## src/rtl/strb_split_pkg.sv

```systemverilog
// -----------------------------------------------------------------------------
// strb_split_pkg
// Purpose : shared types, constants and helper functions for the strobe
//           splitter (strb_split_mask) and its chunk selector (strb_chunk_sel).
// Contents: state_t    - splitter FSM state {IDLE, BUSY}
//           clog2_f    - constant-evaluable ceiling log2
//           SZ_*       - o_size encodings (log2 of chunk bytes)
//           size_to_bytes - converts a size encoding to a byte count
// -----------------------------------------------------------------------------
package strb_split_pkg;

  typedef enum logic {
    IDLE = 1'b0,
    BUSY = 1'b1
  } state_t;

  localparam int SZ_1B = 0;
  localparam int SZ_2B = 1;
  localparam int SZ_4B = 2;
  localparam int SZ_8B = 3;

  function automatic int clog2_f(input int value);
    int r;
    r = 0;
    while ((1 << r) < value) begin
      r++;
    end
    return r;
  endfunction

  function automatic int size_to_bytes(input int size);
    return 1 << size;
  endfunction

endpackage

```

## src/rtl/strb_chunk_sel.sv

```systemverilog
// -----------------------------------------------------------------------------
// strb_chunk_sel
// Purpose : purely combinational selection of the next naturally aligned,
//           power-of-two chunk from the remaining strobe bits. The chunk
//           starts at the lowest set lane and is grown to the largest size
//           (up to 2^MAX_SIZE_LOG2 lanes) that is both aligned to its own size
//           and fully covered by set strobe bits.
// Ports   : i_rem    [STRB_W]  remaining strobe bits of the current beat
//           o_mask   [STRB_W]  selected chunk lanes (0 when i_rem is 0)
//           o_size   [SZ_W]    log2 of chunk size in bytes
//           o_offset [OFF_W]   lowest lane of the chunk
//           o_last             no strobe bits remain outside the chunk
// -----------------------------------------------------------------------------
module strb_chunk_sel
  import strb_split_pkg::*;
#(
  parameter  int STRB_W        = 8,
  parameter  int MAX_SIZE_LOG2 = clog2_f(STRB_W),
  localparam int OFF_W         = clog2_f(STRB_W),
  localparam int SZ_W          = (MAX_SIZE_LOG2 == 0) ? 1 : clog2_f(MAX_SIZE_LOG2 + 1)
) (
  input  logic [STRB_W-1:0] i_rem,
  output logic [STRB_W-1:0] o_mask,
  output logic [SZ_W-1:0]   o_size,
  output logic [OFF_W-1:0]  o_offset,
  output logic              o_last
);

  logic [OFF_W-1:0]       w_pos;
  logic [STRB_W-1:0]      w_shifted;
  logic [MAX_SIZE_LOG2:0] w_fit;
  logic [STRB_W-1:0]      w_low [MAX_SIZE_LOG2+1];
  logic [STRB_W-1:0]      w_sel_low;
  logic                   w_any;

  // Lowest-set-bit priority encoder: scanning downward lets the lowest lane win.
  always_comb begin
    w_pos = '0;
    for (int i = STRB_W - 1; i >= 0; i--) begin
      if (i_rem[i]) begin
        w_pos = OFF_W'(i);
      end
    end
  end

  assign w_any     = |i_rem;
  // Chunk candidates are tested against the strobe re-based at the start lane.
  assign w_shifted = i_rem >> w_pos;

  genvar gi;
  generate
    for (gi = 0; gi <= MAX_SIZE_LOG2; gi++) begin : g_size
      localparam int                LANES = size_to_bytes(gi);
      localparam logic [STRB_W-1:0] LOW   = {STRB_W{1'b1}} >> (STRB_W - LANES);
      localparam logic [OFF_W-1:0]  ALIGN = OFF_W'(LANES - 1);
      assign w_low[gi] = LOW;
      // Start lane must be aligned to the chunk size, and every lane covered.
      assign w_fit[gi] = ((w_pos & ALIGN) == '0) && ((w_shifted & LOW) == LOW);
    end
  endgenerate

  // Largest fitting size wins.
  always_comb begin
    o_size    = SZ_W'(SZ_1B);
    w_sel_low = w_low[0];
    for (int k = 0; k <= MAX_SIZE_LOG2; k++) begin
      if (w_fit[k]) begin
        o_size    = SZ_W'(k);
        w_sel_low = w_low[k];
      end
    end
  end

  assign o_mask   = w_any ? (w_sel_low << w_pos) : '0;
  assign o_offset = w_pos;
  assign o_last   = ((i_rem & ~o_mask) == '0);

endmodule

```

## src/rtl/strb_split_mask.sv

```systemverilog
// -----------------------------------------------------------------------------
// strb_split_mask
// Purpose : splits one AXI write strobe per input handshake into a sequence of
//           naturally aligned power-of-two byte-lane masks, one per output
//           handshake, each usable directly as a P-Mesh store mask.
// Config  : `define STRB_SPLIT_ZERO_PASS_EN to emit a single all-zero chunk for
//           an all-zero strobe; otherwise such a beat is consumed silently.
// Ports   : clk, rst            clock, asynchronous active-high reset
//           i_strb  [STRB_W]    AXI wstrb, bit i = byte lane i
//           i_valid / i_ready   input beat handshake
//           o_mask  [STRB_W]    aligned chunk mask
//           o_size  [SZ_W]      log2 chunk size in bytes
//           o_offset[OFF_W]     lowest byte lane of the chunk
//           o_first / o_last    first / final chunk of the beat
//           o_valid / o_ready   output chunk handshake
// -----------------------------------------------------------------------------
module strb_split_mask
  import strb_split_pkg::*;
#(
  parameter  int STRB_W        = 8,
  parameter  int MAX_SIZE_LOG2 = clog2_f(STRB_W),
  localparam int OFF_W         = clog2_f(STRB_W),
  localparam int SZ_W          = (MAX_SIZE_LOG2 == 0) ? 1 : clog2_f(MAX_SIZE_LOG2 + 1)
) (
  input  logic              clk,
  input  logic              rst,
  input  logic [STRB_W-1:0] i_strb,
  input  logic              i_valid,
  output logic              i_ready,
  output logic [STRB_W-1:0] o_mask,
  output logic [SZ_W-1:0]   o_size,
  output logic [OFF_W-1:0]  o_offset,
  output logic              o_first,
  output logic              o_last,
  output logic              o_valid,
  input  logic              o_ready
);

  state_t            r_state;
  state_t            w_state_next;
  logic [STRB_W-1:0] r_rem;
  logic              r_first;

  logic [STRB_W-1:0] w_mask;
  logic [SZ_W-1:0]   w_size;
  logic [OFF_W-1:0]  w_offset;
  logic              w_last;
  logic              w_last_eff;
  logic              w_busy;
  logic              w_chunk_done;
  logic              w_in_ready;
  logic              w_accept;
  logic              w_load;

  strb_chunk_sel #(
    .STRB_W       (STRB_W),
    .MAX_SIZE_LOG2(MAX_SIZE_LOG2)
  ) u_chunk_sel (
    .i_rem   (r_rem),
    .o_mask  (w_mask),
    .o_size  (w_size),
    .o_offset(w_offset),
    .o_last  (w_last)
  );

  assign w_busy       = (r_state == BUSY);
  assign w_chunk_done = w_busy & o_ready;

`ifdef STRB_SPLIT_ZERO_PASS_EN
  // A zero beat sits in BUSY with r_rem == 0; the flag marks it as a real chunk.
  logic r_zero;
  assign w_last_eff = w_last | r_zero;
  assign w_load     = w_accept;
`else
  assign w_last_eff = w_last;
  assign w_load     = w_accept & (|i_strb);
`endif

  // A new beat may be taken on the same edge the last chunk leaves, so the
  // next beat's first chunk follows with no bubble. Held low during reset.
  assign w_in_ready = ~rst & (~w_busy | (w_chunk_done & w_last_eff));
  assign w_accept   = i_valid & w_in_ready;

  // State register
  always_ff @(posedge clk or posedge rst) begin
    if (rst) begin
      r_state <= IDLE;
    end else begin
      r_state <= w_state_next;
    end
  end

  // Next-state logic
  always_comb begin
    w_state_next = r_state;
    unique case (r_state)
      IDLE: begin
        if (w_load) begin
          w_state_next = BUSY;
        end
      end
      BUSY: begin
        if (w_chunk_done & w_last_eff) begin
          w_state_next = w_load ? BUSY : IDLE;
        end
      end
      default: w_state_next = IDLE;
    endcase
  end

  // Remaining-strobe and first-chunk tracking
  always_ff @(posedge clk or posedge rst) begin
    if (rst) begin
      r_rem   <= '0;
      r_first <= 1'b0;
    end else if (w_accept) begin
      r_rem   <= i_strb;
      r_first <= w_load;
    end else if (w_chunk_done) begin
      r_rem   <= r_rem & ~w_mask;
      r_first <= 1'b0;
    end
  end

`ifdef STRB_SPLIT_ZERO_PASS_EN
  always_ff @(posedge clk or posedge rst) begin
    if (rst) begin
      r_zero <= 1'b0;
    end else if (w_accept) begin
      r_zero <= ~|i_strb;
    end else if (w_chunk_done) begin
      r_zero <= 1'b0;
    end
  end
`endif

  // Output logic: everything downstream-facing is zero unless a chunk is valid.
  always_comb begin
    i_ready  = w_in_ready;
    o_valid  = 1'b0;
    o_mask   = '0;
    o_size   = '0;
    o_offset = '0;
    o_first  = 1'b0;
    o_last   = 1'b0;
    if (w_busy) begin
      o_valid  = 1'b1;
      o_mask   = w_mask;
      o_size   = w_size;
      o_offset = w_offset;
      o_first  = r_first;
      o_last   = w_last_eff;
    end
  end

endmodule
```

## config.mk

```make
export PLATFORM = sky130hd
export DESIGN_NAME = strb_split_mask
export DESIGN_NICKNAME = d
export VERILOG_FILES = /design/src/rtl/strb_split_pkg.sv /design/src/rtl/strb_chunk_sel.sv /design/src/rtl/strb_split_mask.sv
export SDC_FILE = /design/constraint.sdc
export NUM_CORES = 1
export LEC_CHECK = 0
export CAP_MARGIN = 20
export CORE_MARGIN = 4
export CORE_UTILIZATION = 44
export DETAILED_ROUTE_END_ITERATION = 10
export PLACE_DENSITY = 0.86
export SYNTH_ARGS = -nofsm -noshare
export SYNTH_HDL_FRONTEND = slang
export SYNTH_HIERARCHICAL = 1
export SYNTH_SLANG_ARGS = --single-unit
```

## constraint.sdc

```tcl
create_clock -name clk -period 2.85 [get_ports clk]
set_input_delay 0.285 -clock clk [delete_from_list [all_inputs] [get_ports clk]]
set_output_delay 0.285 -clock clk [all_outputs]
set_load 0.01 [all_outputs]
```

==> results of run 1 <==
## layer usage
layer,wire (µm),vias to the layer above,part of all wire [%]
li1,-,610,-
met3,299,20,7.4
met1,1483,648,37
met5,0,-,0
met4,141,0,3.5
met2,2132,91,53
## power groups by stage
stage	sequential, mW	clock (mW)	combinational, mW
global placement	0.334	0	1.40
global route	0.340	0.140	1.88
CTS	0.318	0.134	1.57
floorplan	0.262	0	0.909
finish	0.326	0.134	1.76
detailed placement	0.338	0	1.42
## worst min path at each step
stage                     startpoint       to  slack (ns)
after floorplan                  rst  r_first        0.13
after global placement       r_first  r_first        0.52
after detailed placement     r_first  r_first        0.55
after CTS                        rst  r_state        0.35
after global routing             rst  r_state        0.37
final                            rst  r_state        0.34
## cell usage after synthesis, types with 2 or more instances
master	count
nand2_1	7
a31oi_1	5
o21ai_0	7
or4_1	2
dfrtp_1	10
nor3_1	2
a21boi_0	9
a21oi_1	6
nand3_1	3
and2_2	5
nand2b_1	6
mux2_2	8
nor2b_1	3
buf_2	4
buf_6	2
clkbuf_1	4
inv_1	7
nor2_1	10
and2_1	12
o21ai_1	4
## through the flow
step / setup WS [ns] / instance area (µm²) / hold slack (ns) / utilization, %
final: -0.08300 / 1758 / 0.3374 / 71.61
after global routing: -0.1867 / 1758 / 0.3742 / 71.61
after CTS: -0.08403 / 1664 / 0.3498 / 67.79
after detailed placement: -0.07140 / 1524 / 0.5520 / 62.08
after global placement: -0.03691 / 1524 / 0.5241 / 62.08
after floorplan: 0.2291 / 1125 / 0.1252 / -
## placed cells by master (no fill, tap or decap), types with 2 or more instances in the layout
cell type / Yosys / final
clkdlybuf4s50_1: 0 / 21
clkdlybuf4s15_1: 0 / 2
clkbuf_2: 0 / 3
a21boi_0: 9 / 9
buf_4: 0 / 31
nor2_2: 1 / 4
nand3_1: 3 / 2
and2_1: 12 / 12
clkbuf_4: 0 / 3
nand2_1: 7 / 7
a21oi_1: 6 / 4
nor2b_1: 3 / 2
nand2b_1: 6 / 6
a31oi_4: 0 / 2
dfrtp_1: 10 / 3
a21oi_2: 0 / 2
dfrtp_2: 0 / 7
inv_1: 7 / 7
mux2_2: 8 / 8
a31oi_1: 5 / 3
o21ai_0: 7 / 7
o21ai_1: 4 / 2
nor2_4: 1 / 3
o21ai_2: 0 / 2
and2_2: 5 / 5
or4_1: 2 / 2
nor2_1: 10 / 6
## state kept, by name, indices dropped and copies added, names as in the netlist
signal   count
r_rem        8
r_first      1
r_state      1
## final cells by class
type,count,area [µm²]
clock buffer,4,36.28
inverter,8,30.03
tap,30,37.54
sequential,10,259.0
fill,172,696.9
multi-input combinational,111,885.9
timing repair buffer,61,509.2
## timing repair
item / 4_1_cts / 5_1_grt
cloned: 0 / 1
gates resized for setup: 20 / 24
hold buffers: 0 / 0
setup endpoints to repair: 16 / 18
setup buffers: 10 / 4
pin swaps: 3 / 8
## cells by family after synthesis
| kind of cell | count (synthesis) | synth area share, % |
|---|---|---|
| buffers and inverters | 19 | 8.119 |
| and+or+nand+nor | 54 | 28.70 |
| DFF | 10 | 22.25 |
| AOI/OAI and AO/OA | 47 | 32.04 |
| muxes | 9 | 8.899 |
==> metrics, run 1 <==
post-DR vias/cell=~6; violated checks=negative setup slack; Top Ports=29; TritonCTS buffer count=3; Worst R2R Path Depth=11; Ant. Diodes=0; Post-DRT Antenna Nets=0; CTS tree=yes; ys async rst share=100.0%; die footprint=3429 µm²; PortBufs=28; die width=about 59 µm; layer with the highest usage=met2; sequential area share after synthesis=approximately 22%; CP delay by family, top=compound AO/OA/AOI/OAI gates; non-filler cells, final=~220; initial core utilization=between 40% and 50%; Fin. Hold Viols=0; wire length per cell=~18 µm; worst skew pair latency=around 0.28 ns; Placed Cells incl. Taps=about 200; setup TNS=-0.2365 ns; Worst Setup Path Type=flip-flop to output pin; via count=approximately 1400; end of the critical path=o_mask[5]; CTS sink cnt=10; root buf cell=clkbuf_4; clock power share=~6%; Lkg Pwr=approximately 0.72 nW; Crit. End Element=output pin; DP Wirelength=between 2 and 3 mm; Overflow after GRT=0; clk slew on worst S/H paths=0.08 ns; pwr/cell area=about 1300 nW/µm²; Reg power frac=between 10% and 20%; Max Transition Viols Final=0; vias in the first global route=around 1300; Synth Area per Inst=about 8.1 µm²; largest cells by area after synthesis=dfrtp_1, mux2_2, and2_1, a21boi_0, and2_2; Sw Share=a little under half; slowest cell delay on critical path=around 0.54 ns; Synth top area share=between 20 and 25%; Post-Syn Nets=151; Tot GR Track Use=between 20% and 30%; met2 Use GR=37.16%; core area=roughly 2500 µm²; placer's final routability congestion estimate=0.9795; M1 GR Usage=between 20% and 30%; FP Rows=18; outcome=finished with violations; first-pass GRT wire length=5.851 mm; DRT Wirelength=4.057 mm; Max Clock Freq=340.9 MHz; EDFF count, synth=0; Final #Nets=slightly above 200; initial DRC count=54; largest net degree at the start of global routing=19; RSZ-0062 raised after global routing=yes; reg-to-reg critical path startpoint=r_rem[2]; crit path launch=r_rem[2]; nature of the critical path startpoint=flip-flop; Final WS setup=-0.08300 ns; die span in y=58.56 µm; Worst Path Buf+Inv=1; CP arrival=roughly 2.7 ns; Maximum Capacitance Violations=0; Layout Area Growth over Synthesis=56.29%; Final Power=roughly 2.2 mW; Final Setup Violations=4; First-pass DRT Iterations=5; Combinational Power Share=79.3%; area leader, netlist=dfrtp_1; Main synth FF type=dfrtp_1; H-tree Lvls=1; Distinct cells, synth=43; critical path fanouts, max=6; Yosys reg bits=10; met3 Use GR=around 4.6%; Tightest Hold Check Type=input pin to asynchronous set/reset pin; Final Cycle Share=102.9%; Pint=between 1 and 1.5 mW; worst relative slew slack=a little over two thirds; Yosys Warn Count=6; worst vdd ir=~0.87 mV; share of layout cells above drive strength 1=between 40% and 50%; CTS max path bufs=2; Mapped Area=1125 µm²; initial antenna violation count=0; reg-to-reg endpoint=r_rem[0]; Sw Pwr=approximately 1.1 mW; DRC violations left=0; CP Depth=8; Worst EP required=about 2.6 ns; crit path cell chain=nor2b_1, o31ai_2, o21ai_2, a31oi_4, nand3_1, a21boi_1, and2_1, clkdlybuf4s50_1; slowest stage cell on the critical path=clkdlybuf4s50_1; R2R Setup Slk=about 0.040 ns; Worst-Margin Slew=about 0.44 ns; min Tclk post-route=roughly 2.9 ns; Clock Skew=between 0.008 and 0.009 ns; cell count after synthesis=between 100 and 150
No activity file was read; power rests on OpenSTA's default activity.
==> run 2, diff against run 1 <==
CORE_ASPECT_RATIO = 2   (was unset)
CORE_UTILIZATION = 30   (was 44)
PLACE_DENSITY = 0.55   (was 0.86)
clock period = 3.1 ns   (was 2.85 ns; I/O delays follow)
==> run 2 against run 1 <==
The flow now finishes without violations. Worst hold slack improved by 0.092 ns. Highest routed layer unchanged. Clock-buffer cell count decreased by 1. Final area decreased by 7.5%. Via count decreased by 12%. Sequential share of layout area increased by 1.1 points. Global-route usage decreased by 5.8 points. Die area increased by 41%. Utilization decreased by 27 points. Total power decreased by 17%.
==> metrics, run 2 (synthesis gave the netlist of run 1 again) <==
die span in y=94.60 µm (+62%); Worst Setup Path Type=flip-flop to output pin; Final WS setup=0.09580 ns (+0.1788 ns); FP Rows=31 (+13); reg-to-reg critical path startpoint=r_rem[1]; sequential cell area=257.7 µm² (-0.48%); Worst EP required=2.79 ns (+0.22 ns); Clock Skew=0.0003657 ns (-0.008141 ns); First-pass DRT Iterations=4 (-1); outcome=finished, final reports clean; most frequent cells in the layout=clkdlybuf4s50_1, buf_4, and2_1, a21boi_0, nor2_1; DRT Wirelength=3.707 mm (-8.6%); Worst-Margin Slew=0.4521 ns (+0.01293 ns); RSZ-0062 raised after global routing=no; largest net degree at the start of global routing=19 (unchanged); CTS tree=yes; pwr/cell area=1134 nW/µm² (-10%); Layout Area Growth over Synthesis=44.49%; Sw Pwr=872.6 µW (-17%); clock power share=6.9% (+0.9 points); wire length per cell=16.55 µm (-8.6%); nature of the critical path startpoint=flip-flop; Max Transition Viols Final=0 (unchanged); H-tree Lvls=1 (unchanged); critical path fanouts, max=10 (+4); DRC violations left=0 (unchanged); die footprint=4852 µm² (+41%); initial antenna violation count=0 (unchanged); Tot GR Track Use=15.98% (-5.8 points); CTS max path bufs=2 (unchanged); initial core utilization=31.18% (-15 points); Top Ports=29 (unchanged); Sw Share=47.35% (about the same); Worst R2R Path Depth=10 (-1); Post-DRT Antenna Nets=0 (unchanged); number of flip-flops in the largest register=8 (unchanged); initial DRC count=15 (-72%); R2R Setup Slk=0.38 ns (+0.34 ns); Crit. End Element=output pin; PortBufs=28 (unchanged); end of the critical path=o_last; via count=1209 (-12%); Ant. Diodes=0 (unchanged); Max Clock Freq=332.9 MHz; Reg power frac=17.6% (+3.0 points); Final Setup Violations=0 (-4); largest registers=r_rem x8, r_first x1, r_state x1; Pint=970.4 µW (-17%); Util after Layout=45.06% (-27 points); share of layout cells above drive strength 1=31.43% (-13 points); worst skew pair latency=0.23 ns (-0.05 ns); CP arrival=2.69 ns (+0.04 ns); min Tclk post-route=approximately 3 ns; root buf cell=clkbuf_8; Final #Nets=189 (-8.7%); post-DR vias/cell=5.397 (-12%); multi-input logic area=840.8 µm² (-5.1%); clk slew on worst S/H paths=0.04 ns (-0.04 ns); Lkg Pwr=0.6202 nW (-14%); largest reg by FF count=r_rem; CTS sink cnt=10 (unchanged); DP Wirelength=2.991 mm (+19%); Maximum Capacitance Violations=0 (unchanged); TritonCTS buffer count=3 (unchanged); FILL cells=363 (+110%); crit path launch=r_rem[1]; Fin. Hold Viols=0 (unchanged); worst vdd ir=0.4711 mV (-46%); Tightest Hold Check Type=input pin to asynchronous set/reset pin; reg-to-reg endpoint=r_rem[3]; vias in the first global route=1306 (-2.2%); Final Cycle Share=96.91%; first-pass GRT wire length=5.816 mm (-0.60%); most common cell after layout, fill and taps aside=clkdlybuf4s50_1; die width=51.30 µm (-12%); Hold-fix buffers, CTS=0 (unchanged); Overflow after GRT=0 (unchanged); core area=3607 µm² (+47%); Place WS=-0.1067 ns (-0.03533 ns); placer's final routability congestion estimate=0.9033 (-7.8%); worst relative slew slack=69.86% (-0.86 points); Combinational Power Share=75.5% (-3.8 points)
run 2: worst min-delay path by stage:
stage | from | slack [ns] | endpoint | cells after the start
after floorplan | rst | 0.15 | r_first | 1
after global placement | r_first | 0.53 | r_first | 2
after detailed placement | r_first | 0.53 | r_first | 2
after CTS | rst | 0.44 | r_state | 2
after global routing | rst | 0.46 | r_state | 2
final | rst | 0.43 | r_state | 2
run 2: final cells by class:
cell class / instances / share of cell area (%)
Inverter: 8 / 1.848
Multi-Input combinational cell: 110 / 51.73
Tap cell: 49 / 3.772
Timing Repair Buffer: 44 / 24.25
Sequential cell: 10 / 15.86
Clock buffer: 3 / 2.540
run 2: per-stage QoR:
step / instance area, µm² / power, mW / hold WS, ns / std cells / setup TNS (ns)
floorplan: 1125 / 1.076 / 0.1502 / 139 / 0
global route: 1625 / 1.966 / 0.4626 / 224 / 0
finish: 1625 / 1.843 / 0.4295 / 224 / 0
detailed placement: 1465 / 1.551 / 0.5334 / 213 / -0.1898
global placement: 1465 / 1.541 / 0.5268 / 213 / -0.1876
CTS: 1555 / 1.746 / 0.4377 / 220 / 0
run 2: per-layer routing:
| metal | vias to the layer above | track usage (%) | share of wire, % |
|---|---|---|---|
| met1 | 555 | 13.26 | 31 |
| li1 | 568 | - | - |
| met4 | 0 | 15.75 | 7.9 |
| met3 | 27 | 1.580 | 3.0 |
| met2 | 59 | 30.39 | 58 |
| met5 | - | 0 | 0 |
run 2: what timing repair did:
action	4_1_cts	5_1_grt
buffers inserted	4	4
gates resized for setup	6	10
setup endpoints to repair	4	7
pin swaps	2	1
run 2: worst max-delay path: stages, from the launching register on:
cell and delay [ns]:
dfrtp_2 0.48, or4_4 0.54, a21oi_4 0.21, a21oi_1 0.09
o21ai_1 0.14, o311ai_1 0.13, nor3_2 0.17, and2_2 0.17
clkdlybuf4s50_1 0.53
run 2: power groups by stage:
| stage | logic (mW) | clock network [mW] | registers (mW) |
|---|---|---|---|
| floorplan | 0.836 | 0 | 0.241 |
| global placement | 1.21 | 0 | 0.326 |
| detailed placement | 1.22 | 0 | 0.328 |
| CTS | 1.28 | 0.132 | 0.330 |
| global route | 1.48 | 0.139 | 0.344 |
| finish | 1.39 | 0.127 | 0.325 |
